--- src/rtl/stall_bubble_controller.sv ---
// Front-of-pipeline stall/flush control: owns the FETCH->DECODE register, gates the PC write,
// requests EXE bubbles, and tracks stall statistics with a sticky watchdog.
module stall_bubble_controller #(
    parameter int INSTR_WIDTH      = 32,
    parameter int PC_WIDTH         = 32,
    parameter int CNT_WIDTH        = 16,
    parameter int MAX_CONSEC_STALL = 4
) (
    input  logic                   clk_i,
    input  logic                   rst_n_i,
    input  logic                   stall_pipeline_i,
    input  logic                   flush_i,
    input  logic                   fetch_valid_i,
    input  logic [INSTR_WIDTH-1:0] instr_FETCH_i,
    input  logic [PC_WIDTH-1:0]    pc_FETCH_i,
    output logic                   pc_write_en_o,
    output logic [INSTR_WIDTH-1:0] instr_DECODE_o,
    output logic [PC_WIDTH-1:0]    pc_DECODE_o,
    output logic                   valid_DECODE_o,
    output logic                   bubble_EXE_o,
    output logic                   stall_active_o,
    output logic [CNT_WIDTH-1:0]   stall_count_o,
    output logic                   stall_error_o
);

    localparam logic STALL_PIPELINE = 1'b1;
    localparam int CONSEC_W = $clog2(MAX_CONSEC_STALL + 1);
    localparam logic [CONSEC_W-1:0] CONSEC_MAX = CONSEC_W'(MAX_CONSEC_STALL);
    localparam logic [CNT_WIDTH-1:0] CNT_MAX = '1;

    typedef enum logic {
        RUN   = 1'b0,
        STALL = 1'b1
    } state_t;

    state_t              state;
    logic [CONSEC_W-1:0] consec_cnt;
    logic                stall;

    // A flush kills any concurrent stall request.
    assign stall          = (stall_pipeline_i == STALL_PIPELINE) && !flush_i;
    assign pc_write_en_o  = !stall;
    assign bubble_EXE_o   = stall || flush_i;
    assign stall_active_o = (state == STALL);

    always_ff @(posedge clk_i or negedge rst_n_i) begin
        if (!rst_n_i) begin
            state          <= RUN;
            instr_DECODE_o <= '0;
            pc_DECODE_o    <= '0;
            valid_DECODE_o <= 1'b0;
            consec_cnt     <= '0;
            stall_count_o  <= '0;
            stall_error_o  <= 1'b0;
        end else begin
            case (state)
                RUN:     if (stall)  state <= STALL;
                STALL:   if (!stall) state <= RUN;
                default: state <= RUN;
            endcase

            if (flush_i) begin
                valid_DECODE_o <= 1'b0;
            end else if (!stall) begin
                instr_DECODE_o <= instr_FETCH_i;
                pc_DECODE_o    <= pc_FETCH_i;
                valid_DECODE_o <= fetch_valid_i;
            end

            // Watchdog trips on the edge where the run length reaches the limit.
            if (stall) begin
                if (consec_cnt != CONSEC_MAX) consec_cnt <= consec_cnt + 1'b1;
                if (consec_cnt >= CONSEC_MAX - 1'b1) stall_error_o <= 1'b1;
                if (stall_count_o != CNT_MAX) stall_count_o <= stall_count_o + 1'b1;
            end else begin
                consec_cnt <= '0;
            end
        end
    end

endmodule

--- config.mk ---
export PLATFORM = sky130hd
export DESIGN_NAME = stall_bubble_controller
export DESIGN_NICKNAME = d
export VERILOG_FILES = /design/src/rtl/stall_bubble_controller.sv
export SDC_FILE = /design/constraint.sdc
export NUM_CORES = 1
export LEC_CHECK = 0
export CAP_MARGIN = 20
export CORE_UTILIZATION = 38
export DETAILED_ROUTE_END_ITERATION = 8
export PLACE_DENSITY = 0.84
export RECOVER_POWER = 100
export SETUP_SLACK_MARGIN = 0.3
export SYNTH_ARGS = -nofsm -noshare
export SYNTH_HDL_FRONTEND = slang
export SYNTH_SLANG_ARGS = --single-unit
--- constraint.sdc ---
create_clock -name clk_i -period 1.5 [get_ports clk_i]
set_clock_uncertainty 0.05 [all_clocks]
set_input_delay 0.3 -clock clk_i [delete_from_list [all_inputs] [get_ports clk_i]]
set_output_delay 0.3 -clock clk_i [all_outputs]
set_load 0.01 [all_outputs]
==> metrics.txt <==
# TYPE chip_impl_metric gauge
chip_impl_metric{name="grt_first_pass_wirelength",unit="mm"} 14.88
chip_impl_metric{name="cell_internal_pwr",unit="uW"} 4580
chip_impl_metric{name="layout-drive-gt1-share",unit="%"} 42.64
chip_impl_metric{name="irDropWorstVdd",unit="mV"} 0.9630
chip_impl_metric{name="start_util",unit="%"} 39.34
chip_impl_metric{name="chip_width",unit="um"} 97.02
chip_impl_metric{name="post_synthesis_sequential_area_ratio",unit="%"} 62.73
chip_impl_metric{name="syn_area",unit="mm2"} 0.003431
chip_impl_metric{name="critical_path.max_stage_delay",unit="ns"} 0.39
chip_impl_metric{name="antenna_found_initial",unit=""} 0
chip_impl_metric{name="synth_simple_gate_area_share",unit="%"} 7.586
chip_impl_info{name="worst_path_max_delay_cell",value="dfrtp_2"} 1
chip_impl_metric{name="net_count_of_the_mapped_netlist",unit=""} 306
chip_impl_metric{name="worst_path_arrival_time",unit="ns"} 1.93
chip_impl_metric{name="swShare",unit="%"} 29.67
chip_impl_metric{name="via_count_of_the_first_global_routing_pass",unit=""} 2920
chip_impl_metric{name="drt-pass1-iter-count",unit=""} 4
chip_impl_metric{name="crit_path_max_fanout",unit=""} 3
chip_impl_metric{name="detail_route.iter0.violations",unit=""} 48
chip_impl_info{name="critical_path.endpoint_type",value="flip-flop"} 1
chip_impl_info{name="rsz_0062_raised_after_global_routing",value="true"} 1
chip_impl_info{name="most_frequent_standard_cell_in_the_layout_excluding_fill_and_tap_cells",value="dfrtp_1"} 1
chip_impl_info{name="timing.critical_path.max_delay_family",value="simple AND/OR/NAND/NOR gates"} 1
chip_impl_metric{name="via_count",unit=""} 2777
chip_impl_metric{name="areaGrowthSynthToFinish",unit="%"} 61.85
chip_impl_metric{name="overall_power",unit="uW"} 6512
chip_impl_info{name="synth_top_family_by_area",value="multiplexers"} 1
chip_impl_metric{name="cts_sinks",unit=""} 86
chip_impl_metric{name="synth-xor-area-share",unit="%"} 3.829
chip_impl_metric{name="p_per_area",unit="mW/mm2"} 1173
chip_impl_info{name="failed_checks",value="negative setup slack"} 1
chip_impl_metric{name="slew_headroom",unit="%"} 57.94
chip_impl_metric{name="placed_cells",unit=""} 522
chip_impl_metric{name="maxSlewViolCount",unit=""} 0
chip_impl_metric{name="antenna_cells",unit=""} 0
chip_impl_info{name="most-common-layout-cells",value="dfrtp_1 (76), clkbuf_1 (75), clkdlybuf4s50_1 (65), mux2_2 (64), buf_4 (43)"} 1
chip_impl_metric{name="synthMuxAreaShare",unit="%"} 21.74
chip_impl_metric{name="gp_congestion",unit=""} 0.7983
chip_impl_metric{name="required",unit="ns"} 1.72
chip_impl_metric{name="finalSetupViolations",unit=""} 16
chip_impl_metric{name="post_synth_num_cell_types",unit=""} 28
chip_impl_info{name="criticalPathCategory",value="reg -> reg"} 1
chip_impl_metric{name="floorplan.io_pins",unit=""} 154
chip_impl_metric{name="synthesis.area_per_instance",unit="um2"} 14.72
chip_impl_metric{name="rows",unit=""} 34
chip_impl_metric{name="die_y",unit="um"} 97.02
chip_impl_info{name="timing.critical_path.from",value="stall_count_o[6]$_DFFE_PN0P_"} 1
chip_impl_metric{name="io_buffer_count",unit=""} 153
chip_impl_info{name="cp-start-kind",value="flip-flop"} 1
chip_impl_metric{name="grt_max_degree",unit=""} 50
chip_impl_metric{name="synth_fa_ha_area_share",unit="%"} 1.459
chip_impl_metric{name="worst-slew-pin-transition",unit="ns"} 0.6310
chip_impl_metric{name="grt_util_all_layers",unit="%"} 20.01
chip_impl_info{name="timing.hold.worst.start",value="flush_i"} 1
chip_impl_info{name="hp-class",value="in -> reg"} 1
chip_impl_metric{name="power.net_switching",unit="uW"} 1933
chip_impl_metric{name="post-route-worst-setup-slack",unit="ns"} -0.2144
chip_impl_info{name="worst_path_most_repeated_cell",value="nand4_1"} 1
chip_impl_metric{name="finished_layout_cells",unit=""} 577
chip_impl_metric{name="cts_max_path_buffers",unit=""} 2
chip_impl_metric{name="cts_inserted_buffers",unit=""} 9
chip_impl_metric{name="vias_per_cell",unit=""} 4.813
chip_impl_metric{name="power_frac_seq",unit="%"} 44.7
chip_impl_metric{name="floorplan.core_area",unit="mm2"} 0.008721
chip_impl_metric{name="cts_htree_levels",unit=""} 3
chip_impl_metric{name="max_cap_viols",unit=""} 0
chip_impl_metric{name="worst-path-buf-inv",unit=""} 2
chip_impl_info{name="worst_r2r_startpoint",value="stall_count_o[6]$_DFFE_PN0P_"} 1
chip_impl_metric{name="drt_wl_total",unit="mm"} 9.425
chip_impl_metric{name="max_clock_freq",unit="MHz"} 583.3
chip_impl_metric{name="drt.antenna.violating_nets",unit=""} 0
chip_impl_metric{name="netlist_instances",unit=""} 233
chip_impl_metric{name="share_clk_of_total_power",unit="%"} 24.1
chip_impl_metric{name="drt_drc_violations_left",unit=""} 0
chip_impl_metric{name="power.static_leakage",unit="uW"} 0.002391
chip_impl_metric{name="finalCritPeriodShare",unit="%"} 114.3
chip_impl_info{name="worstPathCellList",value="buf_6 > nand4_1 > nor4_2 > buf_4 > nand4_1 > xnor2_1"} 1
chip_impl_metric{name="fin_crit",unit="ns"} 1.714
chip_impl_metric{name="dp_hpwl",unit="mm"} 6.627
chip_impl_info{name="run_status",value="finished with violations"} 1
chip_impl_metric{name="synth.ff_latch_count",unit=""} 86
chip_impl_info{name="cts_tree",value="yes"} 1
chip_impl_metric{name="fin_nets",unit=""} 537
chip_impl_metric{name="dieArea",unit="mm2"} 0.009412
chip_impl_metric{name="comb_power_share",unit="%"} 31.2
chip_impl_metric{name="path_clk_slew",unit="ns"} 0.09
chip_impl_metric{name="insertion_delay",unit="ns"} 0.35
chip_impl_info{name="cts_root_buf",value="clkbuf_8"} 1
chip_impl_metric{name="synth_compound_gate_area_share",unit="%"} 0.9482
chip_impl_metric{name="synth-warning-count",unit=""} 0
chip_impl_metric{name="globalRouteOverflowTotal",unit=""} 0
chip_impl_metric{name="hold_fails_final_rpt",unit=""} 0
chip_impl_metric{name="wl_per_cell",unit="um"} 16.33
## final timing paths
check	to	slack, ns	depth (start not counted)
max	stall_count_o[13]$_DFFE_PN0P_	-0.21	6
min	valid_DECODE_o$_DFFE_PN0P_	0.15	2
max reg2reg	stall_count_o[13]$_DFFE_PN0P_	-0.21	6
min reg2reg	stall_error_o$_DFFE_PN0P_	0.44	1
max in group asynchronous	pc_DECODE_o[18]$_DFFE_PN0P_	0.15	3
min in group asynchronous	pc_DECODE_o[6]$_DFFE_PN0P_	0.47	2
## metrics by stage
step	hold WS, ns	area (um2)	worst slack, ns	util (%)	TNS (ns)
after global routing	0.1510	5553	-0.2788	63.67	-2.514
final	0.1530	5553	-0.2144	63.67	-1.153
after global placement	0.1655	5434	-0.5033	62.31	-25.97
after floorplan	-0.04559	3566	-0.03571	-	-0.1500
after CTS	0.1221	5612	-0.1104	64.35	-0.8343
after detailed placement	0.1699	5434	-0.5621	62.31	-29.64
## cell type report
cell class	instances	area [um2]
well taps	108	135.1
flip-flops and latches	86	2165
inverters	6	22.52
repair buffers	228	1683
clock inverters	5	41.29
multi-input cells	133	1355
clock buffers	11	151.4
fillers	712	3168
## cells by family (layout without fill, tap and decap cells)
family          count (synthesis)  in the layout
simple gates                   43             43
fa+ha+maj                       4              4
buf+inv                        14            250
xor+xnor                       15             15
compound gates                  5              5
mux                            66             66
flops                          86             86
## power by group through the flow
stage,combinational (uW),sequential [uW],clock (uW)
final,2030,2910,1570
after global placement,1930,2950,0
after floorplan,494,3180,0
after CTS,2030,2900,1610
after global routing,2180,2960,1740
after detailed placement,1970,2990,0
## registers in the layout (all words and copies together) (netlist names)
name and count:
pc_DECODE_o 32, instr_DECODE_o 32, stall_error_o 1, valid_DECODE_o 1, stall_count_o 16, consec_cnt 3, stall_active_o 1
## cell usage after synthesis (all sizes together)
master	count	area, um2
dfrtp	86	2152
mux2	65	735.7
xor2	9	78.83
nand2	7	26.28
nand3	7	35.03
inv	6	22.52
nand4	6	50.04
nor2	6	25.03
nor3	6	30.03
nor4	6	50.04
xnor2	6	52.55
buf	5	25.02
ha	4	50.05
clkbuf	3	11.26
a21oi	2	10.01
a211oi	1	7.510
and3	1	6.260
mux2i	1	10.01
nand2b	1	6.260
nand4b	1	8.760
o21a	1	7.510
o21bai	1	7.510
or3	1	11.26
or4	1	11.26
## worst register-to-register path, delay by kind of cell, from the launching register on
kind / cells / cell delay [ns]
flops: 1 / 0.39
buf+inv: 2 / 0.30
simple gates: 3 / 0.69
xor+xnor: 1 / 0.20
## per-layer routing
| metal | up-vias | track usage [%] | wire length (um) |
|---|---|---|---|
| li1 | 1283 | - | - |
| met1 | 1372 | 24.40 | 3846 |
| met3 | 15 | 5.130 | 559 |
| met5 | - | 0 | 0 |
| met4 | 0 | 5.626 | 153 |
| met2 | 107 | 34.94 | 4867 |
## repair_timing
item | CTS | global route
gates cloned | 0 | 0
setup endpoints to repair | 167 | 119
pin swaps | 16 | 5
setup buffers | 26 | 12
hold buffers | 1 | 0
gates resized for setup | 389 | 26
hold endpoints to repair | 21 | 0
(Power assumes the default switching activity.)
